**config.mk**
```make
export PLATFORM = sky130hd
export DESIGN_NAME = pwm_duty_ramp
export DESIGN_NICKNAME = d
export VERILOG_FILES = /design/src/rtl/pwm_pkg.sv /design/src/rtl/pwm_period_tick.sv /design/src/rtl/pwm_duty_ramp.sv
export SDC_FILE = /design/constraint.sdc
export NUM_CORES = 1
export LEC_CHECK = 0
export CORE_AREA = 2 2 112 169
export DETAILED_ROUTE_END_ITERATION = 6
export DIE_AREA = 0 0 114 171
export GPL_ROUTABILITY_DRIVEN = 0
export SLEW_MARGIN = 15
export SYNTH_ARGS = -nofsm -noshare
export SYNTH_HDL_FRONTEND = slang
export SYNTH_SLANG_ARGS = --single-unit
```
**constraint.sdc**
```tcl
create_clock -name clk -period 4.79 [get_ports clk]
set_clock_uncertainty 0.05 [all_clocks]
set_input_delay 0.958 -clock clk [delete_from_list [all_inputs] [get_ports clk]]
set_output_delay 0.958 -clock clk [all_outputs]
set_load 0.01 [all_outputs]
```
**src/rtl/pwm_pkg.sv**
```systemverilog
// Shared definitions for the motor PWM command path: ramp state encoding
// and default timing constants.
package pwm_pkg;

  typedef enum logic [1:0] {
    ST_IDLE  = 2'd0,
    ST_RAMP  = 2'd1,
    ST_DRAIN = 2'd2,
    ST_DEAD  = 2'd3
  } state_t;

  // One PWM period at 50 MHz.
  localparam int CYCLES_1MS_50MHZ = 50000;
  localparam int RAMP_STEP_DEF    = 500;
  localparam int DEAD_TICKS_DEF   = 2;

endpackage

```
**src/rtl/pwm_period_tick.sv**
```systemverilog
// Period tick generator: counts 0..i_cycles_in_1ms and pulses o_period_tick
// on the last count, so the period is i_cycles_in_1ms+1 clocks. Shared with
// the PWM generator so both see the same period boundary.
module pwm_period_tick #(
  parameter int COUNTER_WIDTH = 16
) (
  input  logic                     i_clk,
  input  logic                     i_rst,
  input  logic [COUNTER_WIDTH-1:0] i_cycles_in_1ms,
  output logic                     o_period_tick
);

  logic [COUNTER_WIDTH-1:0] r_cnt;

  // Free-running period counter; the >= guard recovers if the period shrinks.
  always_ff @(posedge i_clk) begin
    if (i_rst) begin
      r_cnt <= '0;
    end else if (r_cnt >= i_cycles_in_1ms) begin
      r_cnt <= '0;
    end else begin
      r_cnt <= r_cnt + 1'b1;
    end
  end

  assign o_period_tick = (r_cnt == i_cycles_in_1ms);

endmodule

```
**src/rtl/pwm_duty_ramp.sv**
```systemverilog
// Motor command stage: accepts speed/direction commands and slews the PWM
// duty word toward the target by at most RAMP_STEP per period tick. A
// direction reversal drains duty to zero and waits DEAD_TICKS periods
// before the direction pin changes.
module pwm_duty_ramp
  import pwm_pkg::*;
#(
  parameter int COUNTER_WIDTH = 16,
  parameter int RAMP_STEP     = RAMP_STEP_DEF,
  parameter int DEAD_TICKS    = DEAD_TICKS_DEF
) (
  input  logic                     clk,
  input  logic                     rst,
  input  logic [COUNTER_WIDTH-1:0] CYCLES_IN_1MS,
  input  logic                     cmd_valid,
  output logic                     cmd_ready,
  input  logic [COUNTER_WIDTH-1:0] cmd_duty,
  input  logic                     cmd_dir,
  input  logic                     cmd_brake,
  output logic [COUNTER_WIDTH-1:0] pwm_duty,
  output logic                     dir_o,
  output logic                     at_target,
  output logic                     period_tick
);

  localparam int W = COUNTER_WIDTH;
  localparam logic [W:0]   STEP_X  = (W+1)'(RAMP_STEP);
  localparam logic [7:0]   DEAD_LD = 8'(DEAD_TICKS);

  state_t         r_state;
  logic [W-1:0]   r_duty;
  logic [W-1:0]   r_target;
  logic           r_dir;
  logic           r_pdir;
  logic [7:0]     r_dead;
  logic           r_ready;
  logic           r_at;

  state_t         w_state;
  logic [W-1:0]   w_duty;
  logic [W-1:0]   w_target;
  logic           w_dir;
  logic           w_pdir;
  logic [7:0]     w_dead;
  logic           w_tick;
  logic           w_accept;
  logic [W-1:0]   w_cmd_duty;

  // One bounded step from duty toward tgt, evaluated one bit wider so the
  // sum and difference can never wrap.
  function automatic logic [W-1:0] f_step(input logic [W-1:0] duty,
                                          input logic [W-1:0] tgt);
    logic [W:0] d, t, s;
    d = {1'b0, duty};
    t = {1'b0, tgt};
    if (d < t) begin
      s = d + STEP_X;
      f_step = (s >= t) ? tgt : s[W-1:0];
    end else if ((d - t) <= STEP_X) begin
      f_step = tgt;
    end else begin
      s = d - STEP_X;
      f_step = s[W-1:0];
    end
  endfunction

  // Saturate a commanded duty to the period length.
  function automatic logic [W-1:0] f_clamp(input logic [W-1:0] duty,
                                           input logic [W-1:0] lim);
    f_clamp = (duty > lim) ? lim : duty;
  endfunction

  pwm_period_tick #(
    .COUNTER_WIDTH(W)
  ) u_tick (
    .i_clk          (clk),
    .i_rst          (rst),
    .i_cycles_in_1ms(CYCLES_IN_1MS),
    .o_period_tick  (w_tick)
  );

  assign w_accept   = cmd_valid && r_ready;
  assign w_cmd_duty = f_clamp(cmd_duty, CYCLES_IN_1MS);

  // Next-state: the tick step uses the old target, then an accepted command
  // overrides target/state (a brake overrides the step as well).
  always_comb begin
    w_state  = r_state;
    w_duty   = r_duty;
    w_target = r_target;
    w_dir    = r_dir;
    w_pdir   = r_pdir;
    w_dead   = r_dead;

    case (r_state)
      ST_RAMP: begin
        if (w_tick) begin
          w_duty = f_step(r_duty, r_target);
          if (w_duty == r_target) w_state = ST_IDLE;
        end
      end
      ST_DRAIN: begin
        if (w_tick) begin
          w_duty = f_step(r_duty, '0);
          if (w_duty == '0) begin
            w_state = ST_DEAD;
            w_dead  = DEAD_LD;
          end
        end
      end
      ST_DEAD: begin
        if (w_tick) begin
          w_dead = r_dead - 8'd1;
          if (r_dead <= 8'd1) begin
            w_dead  = '0;
            w_dir   = r_pdir;
            w_state = (r_target == '0) ? ST_IDLE : ST_RAMP;
          end
        end
      end
      default: ;
    endcase

    if (w_accept) begin
      if (cmd_brake) begin
        w_duty   = '0;
        w_target = '0;
        w_state  = ST_IDLE;
      end else begin
        w_target = w_cmd_duty;
        if (cmd_dir != r_dir) begin
          w_state = ST_DRAIN;
          w_pdir  = cmd_dir;
        end else if (w_cmd_duty != w_duty) begin
          w_state = ST_RAMP;
        end else begin
          w_state = ST_IDLE;
        end
      end
    end
  end

  // State and registered outputs; ready/at_target follow the next state.
  always_ff @(posedge clk) begin
    if (rst) begin
      r_state  <= ST_IDLE;
      r_duty   <= '0;
      r_target <= '0;
      r_dir    <= 1'b0;
      r_pdir   <= 1'b0;
      r_dead   <= '0;
      r_ready  <= 1'b0;
      r_at     <= 1'b1;
    end else begin
      r_state  <= w_state;
      r_duty   <= w_duty;
      r_target <= w_target;
      r_dir    <= w_dir;
      r_pdir   <= w_pdir;
      r_dead   <= w_dead;
      r_ready  <= (w_state == ST_IDLE) || (w_state == ST_RAMP);
      r_at     <= (w_state == ST_IDLE);
    end
  end

  assign cmd_ready   = r_ready;
  assign pwm_duty    = r_duty;
  assign dir_o       = r_dir;
  assign at_target   = r_at;
  assign period_tick = w_tick;

endmodule

```
# [Word level (Yosys, flattened, before mapping)]
# Index checks and enable logic that the tools add are counted.
[op_classes] eq_ne=11 muxes=32 order_cmp=7 reduce_logical=10 add_sub_neg=5 n_bitwise=1
[ops] cell="16-bit 2-to-1 mux" n=14
[ops] cell="16-bit == test" n=2
[ops] cell="16-bit zero test" n=2
[ops] cell="8-bit 2-to-1 mux" n=4
[ops] cell="16-bit case mux with 2 select lines" n=1
[ops] cell="2-bit 2-to-1 mux" n=9
[ops] cell="16-bit by 9-bit adder with 17-bit output (second input constant)" n=1
[ops] cell="17-bit by 16-bit greater-or-equal comparator with 1-bit output" n=1
[ops] cell="17-bit by 9-bit less-or-equal comparator with 1-bit output (second input constant)" n=1
[ops] cell="16-bit by 16-bit subtractor with 17-bit output" n=1
[ops] cell="16-bit by 1-bit adder with 16-bit output (second input constant)" n=1
[ops] cell="16-bit greater-or-equal comparator" n=1
[ops] cell="16-bit > comparator" n=1
[ops] cell="16-bit by 9-bit less-or-equal comparator with 1-bit output (second input constant)" n=1
[ops] cell="16-bit less-than comparator" n=1
[ops] cell="16-bit != test" n=1
[ops] cell="8-bit case mux with 2 select lines" n=1
[ops] cell="16-bit by 9-bit subtractor with 16-bit output (second input constant)" n=1
[ops] cell="8-bit by 1-bit less-or-equal comparator with 1-bit output (second input constant)" n=1
[ops] cell="8-bit by 1-bit subtractor with 8-bit output (second input constant)" n=1
[ops] cell="2-bit != test (second input constant)" n=3
[ops] cell="2-bit case mux with 3 select lines" n=1
[ops] cell="3-bit AND reduction" n=2
[ops] cell="2-bit by 1-bit == test with 1-bit output (second input constant)" n=2
[ops] cell="10 further kinds" n=12
[totals] regBits=62 input_bits=37

# [Longest topological paths before layout]
[depth] ltp_word=15 mapped_depth=20 depth_no_buf=18

# [Modules after synthesis]
# A second synthesis with hierarchy kept.
[hier_totals] cells_unflattened=1016 area_unflattened_um2=7508.5
[modules_own_cells] module="pwm_duty_ramp" instances=1 area_per_inst_um2=6462.4 cells_each=890 seq_area_each_um2=920.9
[modules_own_cells] module="pwm_period_tick" instances=1 area_per_inst_um2=1046.0 cells_each=126 seq_area_each_um2=320.3

# [Least setup slack after synthesis]
# OpenSTA, ideal clock, no wires.
[synth_path] path_kind="in2reg" startpoint="input CYCLES_IN_1MS[10]" endpoint="register r_state[0]" t_arrival_ns=4.360 required_time_ns=4.620 stages=17 setup_slack_ns=0.260 n_path_buf=1 setup_ns=0.120 path_cell_list="inv_1 ha_1 nand4_1 or4_1 clkinv_1 o21ai_0 clkbuf_1 a2bb2oi_1 a2111oi_0 a211o_1 a211o_1 nor4b_2 nand4b_1 nor4_1 and3_1 a211oi_1 or2_1"
[synth_between] elab_chain_cells=8
[synth_rtl] element="start: declaration" line="pwm_duty_ramp.sv:14" rtl="input logic [COUNTER_WIDTH-1:0] CYCLES_IN_1MS,"
[synth_rtl] element="16-bit == test *" line="pwm_period_tick.sv:26" rtl="assign o_period_tick = (r_cnt == i_cycles_in_1ms);"
[synth_rtl] element="net period_tick" line="pwm_duty_ramp.sv:23" rtl="output logic period_tick"
[synth_rtl] element="16-bit 2-to-1 mux (on tied branches)" line="pwm_duty_ramp.sv:103, pwm_duty_ramp.sv:97"
[synth_rtl] element="16-bit case mux with 2 select lines" line="pwm_duty_ramp.sv:95" rtl="case (r_state)"
[synth_rtl] element="16-bit != test" line="pwm_duty_ramp.sv:134" rtl="end else if (w_cmd_duty != w_duty) begin"
[synth_rtl] element="1-bit 2-to-1 mux" line="pwm_duty_ramp.sv:134"
[synth_rtl] element="2-bit 2-to-1 mux" line="pwm_duty_ramp.sv:131" rtl="if (cmd_dir != r_dir) begin"
[synth_rtl] element="2-bit 2-to-1 mux" line="pwm_duty_ramp.sv:125" rtl="if (cmd_brake) begin"
[synth_rtl] element="2-bit 2-to-1 mux *" line="pwm_duty_ramp.sv:124" rtl="if (w_accept) begin"
[synth_rtl] element="end signal: assignment" line="pwm_duty_ramp.sv:155" rtl="r_state <= w_state;"
[synth_rtl] element="end: declaration" line="pwm_duty_ramp.sv:30" rtl="state_t r_state;"
# Mark *: on every way through the listed nets, which the timed path passes. The rest lies on a longest branch.
# A chain may end at the register's enable or synchronous reset.

# [Worst setup path in the final report]
[layout_path] startpoint="input CYCLES_IN_1MS[9]" endpoint="register r_state[0]"
[layout_between] elab_chain_cells=8
[layout_rtl] element="parallel branches: the longest is 7 deep, another holds 16-bit > comparator"
[layout_rtl] element="2-bit 2-to-1 mux *" line="pwm_duty_ramp.sv:124"
# Mark *: on every way between the ends.

==> flow_metrics.py <==
metrics = {
    "drt": {
        "wl_met3_um": 3160,
        "final_antenna_net_count": 0,
        "via_count": 10100,
        "routed.top_layer": "met4",
        "drt_first_iter_violations": 1111,
        "wl_met2_um": 17400,
        "routedWlPerCell_um": 23.5,
        "vias_per_cell": 6.48,
        "routed_wl_um": 36700,
        "route.layer.met1.wl_um": 12300,
        "dr.pass1.iters": 6,
        "drc": 0,
    },
    "floorplanning": {
        "core_area_mm2": 0.0182,
        "die_w_um": 114,
        "ios": 57,
        "start_util_pct": 42.2,
        "die_area_mm2": 0.0195,
        "dieHeight_um": 171,
        "num_rows": 61,
    },
    "layout": {
        "finalNonFillerCells": 1561,
        "multiInputGateArea_mm2": 0.00623,
        "regArea_mm2": 0.00124,
        "synthToLayoutAreaGrowth_pct": 43.5,
        "n_fill_cell": 1721,
        "drive_gt1_share_pct": 26.8,
        "final_common_cell": "buf_4",
        "antenna_cells": 0,
        "mostFrequentLayoutCells": "buf_4 (261), nor2_1 (105), nand2_1 (85), ha_1 (71), inv_1 (63)",
        "nets": 1445,
    },
    "global_route": {
        "antenna_found_initial": 0,
        "gr-usage-all-layers_pct": 37.9,
        "overflow": 0,
        "grt_pass1_vias": 9850,
        "grt_max_degree": 32,
        "grt_pass1_wl_um": 55300,
    },
    "worst_setup_path": {
        "worstPathCellList": "clkdlybuf4s50_1 > inv_1 > ha_1 > nand4_1 > a211oi_2 > o211ai_1 > and3_1 > or3_1 > and4_1 > a311o_1 > a2111oi_2 > nand4b_1 > nor4_4 > and3_1 > a211oi_2 > or2_1",
        "cp_slowest_cell": "clkdlybuf4s50_1",
        "cp_slowest_stage_delay_ns": 0.50,
        "cp.required_ns": 4.98,
        "r2r-end": "r_state[0]",
        "start_kind": "input pin",
        "arrival_ns": 5.24,
        "critical_path_class": "in2reg",
        "reg2reg_slack_ns": -0.16,
        "crit_path_end_kind": "flop",
        "path_max_fanout": 3,
        "r2r-start": "pwm_duty[6]",
        "worst_r2r_path_depth": 20,
    },
    "clocking": {
        "cts_sinks": 62,
        "cts_made_buffers": 9,
        "h-tree-depth": 3,
        "root_buffer": "clkbuf_16",
        "clk_pin_slew_ns": 0.06,
        "clockBufferDepth": 2,
        "clkLatencyLatePin_ns": 0.37,
        "cts_tree": "done",
    },
    "min_path": {
        "hp-class": "reg2reg",
        "hold_end": "r_pdir",
        "holdPathStages": 2,
        "hold_start": "r_pdir",
    },
    "place": {
        "io_buffers": 56,
        "dp_hpwl_um": 28100,
        "post-place-cells": 1534,
    },
    "timing": {
        "post-route-period-util_pct": 105,
        "slew_headroom_pct": 17.1,
        "fmax_ghz": 0.198,
        "final.setup.worst_slack_ns": -0.262,
        "tightestPinTransition_ns": 1.23,
        "rsz0062_at_grt": "yes",
        "final_hold_viol_count": 0,
        "fin_crit_ns": 5.05,
        "setup_viol": 4,
        "drv_slew": 0,
    },
    "power_and_ir_drop": {
        "power_density_mw_per_mm2": 245,
        "total_power_mw": 2.69,
        "ir_worst_vdd_mv": 0.199,
        "p_leak_nw": 4.71,
    },
    "synthesis": {
        "synth-seq-area-share_pct": 16.2,
        "syn-mean-instance-area_um2": 7.30,
        "synth_cell_type_count": 85,
        "async_flop_share_pct": 0,
        "synth.yosys.warnings": 0,
        "synth_top_family_by_area": "compound AO/OA/AOI/OAI gates",
        "synth_area_mm2": 0.00766,
        "synth-simple-area-share_pct": 25.7,
        "synth-compound-area-share_pct": 32.1,
        "synth-adder-area-share_pct": 11.8,
        "synthXorXnorAreaFrac_pct": 6.97,
        "ys.flop_type": "dfxtp_1",
        "syn_inst": 1050,
        "synth_edf_count": 0,
        "syn_nets": 1159,
        "ys_ff_latch": 62,
        "muxShareOfSynthArea_pct": 1.24,
    },
    "outcome": {
        "status": "complete, but fails checks",
        "failed_checks": "setup timing",
    },
    "flow_run": {
        "drv_cap": 0,
    },
}
critical path, delay by kind of cell:
family	cells	cell delay (ns)
and+or+nand+nor	8	2.08
buffers and inverters	2	0.61
AOI/OAI and AO/OA	5	1.27
adders and majority gates	1	0.32
sequential cells by signal, summed over array words and instances (netlist names):
name          cells
r_target         16
at_target         1
pwm_duty         16
u_tick.r_cnt     16
r_state           2
r_dead            8
cmd_ready         1
r_pdir            1
dir_o             1
how the worst max path moves through the flow:
stage	start	to	slack, ns	cells past startpoint
3_5_place_dp	CYCLES_IN_1MS[9]	r_state[0]	-0.62	18
4_1_cts	CYCLES_IN_1MS[9]	r_state[0]	-0.05	18
3_3_place_gp	CYCLES_IN_1MS[9]	r_state[0]	-0.53	17
6_report	CYCLES_IN_1MS[9]	r_state[0]	-0.26	16
5_1_grt	pwm_duty[6]	r_state[0]	-0.34	20
2_1_floorplan	CYCLES_IN_1MS[10]	r_state[0]	0.26	17
final cells by class:
type	count	share of cell area [%]
multi-input cells	872	56.7
flip-flops and latches	62	11.3
repair buffers	325	24.2
clock inverters	6	0.842
clock buffers	10	2.17
inverters	66	2.30
well taps	220	2.50
logic make-up (layout without fill, tap and decap cells):
kind of cell | Yosys count | in the layout
adder cells (fa/ha/maj) | 72 | 72
flip-flops | 62 | 62
buffers and inverters | 116 | 407
XOR/XNOR | 61 | 61
multiplexers | 9 | 9
AO/OA/AOI/OAI | 342 | 342
AND/OR/NAND/NOR | 388 | 388
report_power, final:
part / leakage, nW / total [mW] / switching (mW) / internal [mW]
logic: 4.05 / 1.38 / 0.783 / 0.595
clock network: 0.155 / 0.764 / 0.291 / 0.473
registers: 0.502 / 0.551 / 0.0171 / 0.534
cells in the mapped netlist (11+ instances only):
cell type	n	share of area (%)
a21oi_1	66	4.3
nor4_1	18	1.5
nand2_1	87	4.3
a211oi_1	25	2.4
inv_1	65	3.2
o21a_1	11	1.1
o211ai_1	13	1.3
a22oi_1	19	1.9
clkbuf_1	32	1.6
o21ai_0	51	3.3
nand4_1	24	2.0
xnor2_1	40	4.6
nor2b_1	12	0.98
nand3_1	30	2.0
o31ai_1	14	1.4
dfxtp_1	62	16
a21o_1	14	1.4
ha_1	72	12
nor3_1	33	2.2
nor2_1	109	5.3
xor2_1	21	2.4
a31oi_1	11	0.90
routing by layer:
metal | up-vias | GRT usage (%)
met5 | - | 0.267
met4 | 0 | 30.0
met3 | 254 | 9.53
met2 | 625 | 64.5
met1 | 4667 | 39.2
li1 | 4567 | -
timing repair:
action | in CTS | in global routing
pin swaps | 2 | 22
gates cloned | 0 | 1
endpoints found under the setup margin | 4 | 4
hold buffers | 0 | 0
gates resized for setup | 15 | 52
buffers inserted | 0 | 11
through the flow:
stage          setup slack, ns  hold WS (ns)  cell area [um2]  setup TNS, ns  util [%]
2_1_floorplan            0.260         0.391             7660              0         -
3_3_place_gp            -0.534         0.420            10300          -1.09      56.6
3_5_place_dp            -0.621         0.426            10300          -1.30      56.6
4_1_cts                -0.0526         0.437            10700        -0.0526      58.8
5_1_grt                 -0.344         0.462            11000          -1.06      60.5
6_report                -0.262         0.430            11000         -0.470      60.5
(Power assumes the default switching activity.)
